<file path="config.mk">
export PLATFORM = sky130hd
export DESIGN_NAME = cache_ctrl_wb
export DESIGN_NICKNAME = d
export VERILOG_FILES = /design/src/rtl/cache_ctrl_wb.sv
export SDC_FILE = /design/constraint.sdc
export NUM_CORES = 1
export LEC_CHECK = 0
export CAP_MARGIN = 10
export CORE_AREA = 2 2 190 192
export DETAILED_ROUTE_END_ITERATION = 10
export DIE_AREA = 0 0 192 194
export RECOVER_POWER = 100
export REMOVE_ABC_BUFFERS = 1
export SLEW_MARGIN = 25
export SYNTH_ARGS = -nofsm -noshare
export SYNTH_HDL_FRONTEND = slang
export SYNTH_SLANG_ARGS = --single-unit
</file>
<file path="constraint.sdc">
create_clock -name clk -period 6.1 [get_ports clk]
set_input_delay 0.915 -clock clk [delete_from_list [all_inputs] [get_ports clk]]
set_output_delay 0.915 -clock clk [all_outputs]
set_load 0.005 [all_outputs]
</file>
<file path="src/rtl/cache_ctrl_wb.sv">
// cache_ctrl_wb: miss controller for split I/D caches sharing one memory port.
// Data side is write-back: dirty victims are evicted before the refill.
module cache_ctrl_wb #(
    parameter int WORD_W = 16,
    parameter int WPL    = 4,
    parameter int ADDR_W = 16,
    parameter int CNT_W  = 16,
    parameter int PRIO_D = 1,
    localparam int LINE_W = WORD_W * WPL,
    localparam int OFF_W  = $clog2(WPL),
    localparam int LA_W   = ADDR_W - OFF_W
) (
    input  logic              clk,
    input  logic              rst_n,
    input  logic [ADDR_W-1:0] i_addr,
    input  logic              i_hit,
    input  logic [LINE_W-1:0] i_line,
    input  logic [ADDR_W-1:0] d_addr,
    input  logic              d_rd,
    input  logic              d_wr,
    input  logic [WORD_W-1:0] d_wdata,
    input  logic              d_hit,
    input  logic              d_dirty,
    input  logic [LINE_W-1:0] d_line,
    input  logic [LA_W-1:0]   d_victim_la,
    input  logic [LINE_W-1:0] mem_rdata,
    input  logic              mem_rdy,
    output logic [WORD_W-1:0] instr,
    output logic              i_rdy,
    output logic [WORD_W-1:0] d_rdata,
    output logic              d_rdy,
    output logic              icache_we,
    output logic              dcache_we,
    output logic              dcache_wdirty,
    output logic [LINE_W-1:0] dcache_wline,
    output logic              mem_re,
    output logic              mem_we,
    output logic [LA_W-1:0]   mem_la,
    output logic [LINE_W-1:0] mem_wline,
    output logic [CNT_W-1:0]  i_miss_cnt,
    output logic [CNT_W-1:0]  d_miss_cnt,
    output logic [CNT_W-1:0]  evict_cnt
);

    typedef enum logic [1:0] {
        S_IDLE  = 2'd0,
        S_EVICT = 2'd1,
        S_DFILL = 2'd2,
        S_IFILL = 2'd3
    } state_t;

    state_t r_state;
    state_t w_next;

    logic [CNT_W-1:0] r_i_miss_cnt;
    logic [CNT_W-1:0] r_d_miss_cnt;
    logic [CNT_W-1:0] r_evict_cnt;

    logic [OFF_W-1:0] w_i_off;
    logic [OFF_W-1:0] w_d_off;
    logic [LA_W-1:0]  w_i_la;
    logic [LA_W-1:0]  w_d_la;
    logic             w_dreq;
    logic             w_dmiss;
    logic             w_imiss;
    logic             w_take_d;
    logic             w_in_idle;
    logic             w_go_ifill;
    logic             w_go_evict;
    logic             w_go_dfill;

    function automatic logic [WORD_W-1:0] f_word(
        input logic [LINE_W-1:0] line,
        input logic [OFF_W-1:0]  off
    );
        logic [WORD_W-1:0] w;
        w = '0;
        for (int k = 0; k < WPL; k++) begin
            if (off == OFF_W'(k)) w = line[k*WORD_W +: WORD_W];
        end
        return w;
    endfunction

    function automatic logic [LINE_W-1:0] f_merge(
        input logic [LINE_W-1:0] line,
        input logic [OFF_W-1:0]  off,
        input logic [WORD_W-1:0] word
    );
        logic [LINE_W-1:0] l;
        l = line;
        for (int k = 0; k < WPL; k++) begin
            if (off == OFF_W'(k)) l[k*WORD_W +: WORD_W] = word;
        end
        return l;
    endfunction

    assign w_i_off = i_addr[OFF_W-1:0];
    assign w_d_off = d_addr[OFF_W-1:0];
    assign w_i_la  = i_addr[ADDR_W-1:OFF_W];
    assign w_d_la  = d_addr[ADDR_W-1:OFF_W];

    // a store wins over a load when both strobes are high
    assign w_dreq   = d_rd | d_wr;
    assign w_dmiss  = w_dreq & ~d_hit;
    assign w_imiss  = ~i_hit;
    assign w_take_d = w_dmiss & (~w_imiss | (PRIO_D != 0));

    assign w_in_idle  = (r_state == S_IDLE);
    assign w_go_ifill = w_in_idle && (w_next == S_IFILL);
    assign w_go_evict = w_in_idle && (w_next == S_EVICT);
    assign w_go_dfill = w_in_idle && (w_next == S_DFILL);

    // state register
    always_ff @(posedge clk or negedge rst_n) begin
        if (!rst_n) r_state <= S_IDLE;
        else        r_state <= w_next;
    end

    // saturating miss/eviction statistics
    always_ff @(posedge clk or negedge rst_n) begin
        if (!rst_n) begin
            r_i_miss_cnt <= '0;
            r_d_miss_cnt <= '0;
            r_evict_cnt  <= '0;
        end else begin
            if (w_go_ifill && (r_i_miss_cnt != '1))
                r_i_miss_cnt <= r_i_miss_cnt + CNT_W'(1);
            if ((w_go_evict || w_go_dfill) && (r_d_miss_cnt != '1))
                r_d_miss_cnt <= r_d_miss_cnt + CNT_W'(1);
            if (w_go_evict && (r_evict_cnt != '1))
                r_evict_cnt <= r_evict_cnt + CNT_W'(1);
        end
    end

    assign i_miss_cnt = r_i_miss_cnt;
    assign d_miss_cnt = r_d_miss_cnt;
    assign evict_cnt  = r_evict_cnt;

    // next-state and output decode; strobes are squashed while in reset
    always_comb begin
        w_next        = r_state;
        instr         = '0;
        i_rdy         = 1'b0;
        d_rdata       = '0;
        d_rdy         = 1'b0;
        icache_we     = 1'b0;
        dcache_we     = 1'b0;
        dcache_wdirty = 1'b0;
        dcache_wline  = '0;
        mem_re        = 1'b0;
        mem_we        = 1'b0;
        mem_la        = '0;
        mem_wline     = '0;
        case (r_state)
            S_IDLE: begin
                i_rdy = i_hit;
                instr = f_word(i_line, w_i_off);
                if (w_dreq && d_hit) begin
                    d_rdy   = 1'b1;
                    d_rdata = f_word(d_line, w_d_off);
                    if (d_wr) begin
                        dcache_we     = 1'b1;
                        dcache_wdirty = 1'b1;
                        dcache_wline  = f_merge(d_line, w_d_off, d_wdata);
                    end
                end
                if (w_take_d)
                    w_next = d_dirty ? S_EVICT : S_DFILL;
                else if (w_imiss)
                    w_next = S_IFILL;
            end
            S_EVICT: begin
                mem_we    = 1'b1;
                mem_la    = d_victim_la;
                mem_wline = d_line;
                if (mem_rdy) w_next = S_DFILL;
            end
            S_DFILL: begin
                mem_re = 1'b1;
                mem_la = w_d_la;
                if (mem_rdy) begin
                    dcache_we     = 1'b1;
                    dcache_wdirty = d_wr;
                    dcache_wline  = d_wr ?
                        f_merge(mem_rdata, w_d_off, d_wdata) : mem_rdata;
                    d_rdy         = 1'b1;
                    d_rdata       = f_word(mem_rdata, w_d_off);
                    w_next        = S_IDLE;
                end
            end
            S_IFILL: begin
                mem_re = 1'b1;
                mem_la = w_i_la;
                if (mem_rdy) begin
                    icache_we = 1'b1;
                    i_rdy     = 1'b1;
                    instr     = f_word(mem_rdata, w_i_off);
                    w_next    = S_IDLE;
                end
            end
            default: w_next = S_IDLE;
        endcase
        if (!rst_n) begin
            i_rdy     = 1'b0;
            d_rdy     = 1'b0;
            icache_we = 1'b0;
            dcache_we = 1'b0;
            mem_re    = 1'b0;
            mem_we    = 1'b0;
        end
    end

endmodule

</file>
==> flow_metrics.tcl <==
set metrics [dict create \
    placed_cell_area_um2 12600 \
    area_of_the_core_region_um2 35200 \
    worstPathCellList "clkdlybuf4s50_1 > nand2_1 > buf_4 > nor2_1 > a21oi_1 > o21a_1 > a2111oi_0 > clkdlybuf4s50_1" \
    clock-root-buffer "sky130_fd_sc_hd__clkbuf_16" \
    start_util_pct 20.7 \
    clock_tree.buffer_depth 2 \
    dp_hpwl_um 32500 \
    dominant_combinational_cell_family_by_area_after_synthesis "compound AO/OA/AOI/OAI gates" \
    wl_um 42800 \
    area_growth_pct 73.0 \
    register_area_um2 1250 \
    grt_residual_overflow 0 \
    grt_setup_unrepaired "no" \
    final_cycle_share_pct 88.7 \
    grt_pass1_vias 9536 \
    global_route_wire_length_before_repair_um 61600 \
    cts_buffers 5 \
    die-area_um2 37200 \
    htree_depth 2 \
    report.final.hold_viol_count 0 \
    viasPerCell 5.34 \
    post_cts.repair.setup_buffers 0 \
    fmaxAchievable_mhz 185 \
    final_cell_count_no_fill 1807 \
    die_y_um 194 \
    ios 491 \
    drc_errors 0 \
    finalSetupViolations 0 \
    critical_path.top_delay_family "buffers and inverters" \
    dr_total_vias 9652 \
    critical_path_arrival_ps 4490 \
    numPlacedInstances 1796 \
    slew-limit-headroom_pct -11.0 \
    synth_top_area_share_pct 19.3 \
    design_power_total_w 0.00295 \
    syn_area_cell_um2 7.91 \
    cp-end-kind "primary output" \
    most_used_cell_cp "sky130_fd_sc_hd__clkdlybuf4s50_1" \
    postSynthRegisterBits 50 \
    synth-seq-area-share_pct 17.1 \
    drv_slew 79 \
    synth-async-reset-ratio_pct 100 \
    1st_iter_drt_viols 761 \
    num-fill-cells 3648 \
    number_of_sinks_driven_by_the_clock_tree 50 \
    path_buf_inv 3 \
    synthTopCellsByCount "141 x sky130_fd_sc_hd__mux2i_1, 71 x sky130_fd_sc_hd__and2_1, 70 x sky130_fd_sc_hd__clkbuf_1" \
    setup.worst_path.class "in -> out" \
    design_area_um2 12600 \
    worst_setup_hold_path_clk_slew_ps 70 \
    synth_top_flop_cell "sky130_fd_sc_hd__dfrtp_1" \
    power_per_cell_area_nw_per_um2 234 \
    hold_path_class "reg -> reg" \
    leakage_dissipation_nw 5.71 \
    startpoint_type "input port" \
    num-nets-final 1612 \
    synth_enable_flop_cells 0 \
    fp.dieW_um 192 \
    synth.lib_cells_used.distinct 58 \
    yosysMostFrequentCell "sky130_fd_sc_hd__mux2i_1" \
    min_period_ps 5410 \
    synth-compound-area-share_pct 28.9 \
    synth.yosys.warnings 0 \
    status "complete, but fails checks" \
    timing.critical_path.slowest_stage_cell "sky130_fd_sc_hd__nand2_1" \
    post_cts_hold_buffer_count 0 \
    mux_share_of_post_synthesis_cell_area_pct 20.0 \
    cell_types_with_the_largest_area_share_after_synthesis "sky130_fd_sc_hd__mux2i_1 19%, sky130_fd_sc_hd__dfrtp_1 17%, sky130_fd_sc_hd__and2_1 6.1%" \
    finalSetupTns_ps 0 \
    gpl.final_weighted_congestion 0.853 \
    crit_path_max_fanout 29 \
    antenna_violating_nets_post_route 0 \
    max_capacitance_violation_total 4 \
    fin_worst_hold_slack_ps 491 \
    synth_simple_gate_area_share_pct 20.6 \
    port-buffer-count 490 \
    worst-slew-pin-transition_ps 1660 \
    cts_tree "done" \
    grt_antenna_before_repair 2 \
    clock-skew-final_ps 4.94 \
    groute.usage.overall_pct 21.9 \
    largest_net_degree_at_the_start_of_global_routing 71 \
    dr.pass1.iters 7 \
    synth_largest_area_cell "sky130_fd_sc_hd__mux2i_1" \
    post_synth_fa_ha_maj_area_fraction_pct 1.37 \
    cts_repair_resize_count 0 \
    clock_latency_ps 290 \
    core.rowCount 69 \
    irDropWorstVdd_mv 0.189 \
    synth.cell_area_um2 7300 \
    synth_cells 923 \
    drt-wirelength-per-cell_um 23.7 \
    max_stage_delay_ps 730 \
    violations "max-capacitance violations, max-slew violations" \
    post_route_cells_drive_above_1_share_pct 3.72 \
    timing.critical_path.required_ps 5180 \
    parity_gate_share_of_the_synthesized_area_counting_xor_and_xnor_cells_pct 5.40 \
    area_of_the_multi_input_gates_um2 5540 \
]
## report_power, final
part           internal [W]  leakage (nW)  total, W  switching, W
registers          0.000382         0.662  0.000464     0.0000825
logic               0.00106          4.97   0.00220       0.00114
clock network      0.000163        0.0739  0.000286      0.000123
## path summary, 6_finish.rpt
| path | start | endpoint | slack [ps] | cells past startpoint |
|---|---|---|---|---|
| worst min register to register | evict_cnt[5] | evict_cnt[5] | 490 | 1 |
| min in group asynchronous | rst_n | i_miss_cnt[7] | 1030 | 1 |
| worst max register to register | r_state[1] | evict_cnt[1] | 1810 | 8 |
| worst max-delay path | mem_rdy | d_rdata[4] | 690 | 8 |
| max in group asynchronous | rst_n | i_miss_cnt[0] | 3460 | 2 |
| worst min-delay path | evict_cnt[5] | evict_cnt[5] | 490 | 1 |
## metrics by stage
stage                     worst slack [ps]  util (%)
after detailed placement              1110      35.7
after CTS                             1080      36.1
after floorplan                       1490         -
final                                  691      35.9
after global placement                 971      35.6
after global routing                   490      35.9
## sequential cells by signal (all words and copies together) (netlist names)
signal / cells
r_state: 2
i_miss_cnt: 16
d_miss_cnt: 16
evict_cnt: 16
## cell usage in the layout (no fill, tap or decap), drive strengths merged, types with 29 or more instances in the layout
cell type      Yosys  final
o22ai             63     63
dlygate4sd3        0    182
a222oi            39     39
and2              72     72
xnor2             32     32
clkdlybuf4s50      0    303
nand2             34     34
a21oi             44     44
dfrtp             50     50
nor3              29     29
nor2              48     48
mux2i            141    141
a21o              32     32
## area by class of cell
| type | instances | area share [%] |
|---|---|---|
| multi-input combinational | 755 | 43.9 |
| timing repair buffer | 515 | 40.0 |
| sequential | 50 | 9.90 |
| tap | 461 | 4.57 |
| clock buffer | 7 | 1.13 |
| inverter | 15 | 0.446 |
| antenna | 3 | 0.0594 |
| clock inverter | 1 | 0.0396 |
## routing by layer
metal	wire, um	track usage [%]	share of wire, %
met5	0	0	0
met4	1280	6.70	3.0
met1	17400	27.7	41
met2	20600	37.5	48
met3	3420	3.80	8.0
## logic make-up (layout without fill, tap and decap cells)
group,after synthesis,count (layout)
other,0,3
DFF,50,50
buffers and inverters,118,538
AOI/OAI and AO/OA,285,285
muxes,145,145
and+or+nand+nor,272,272
xor gates and xnor gates,45,45
adders and majority gates,8,8
No activity file was read; power rests on OpenSTA's default activity.
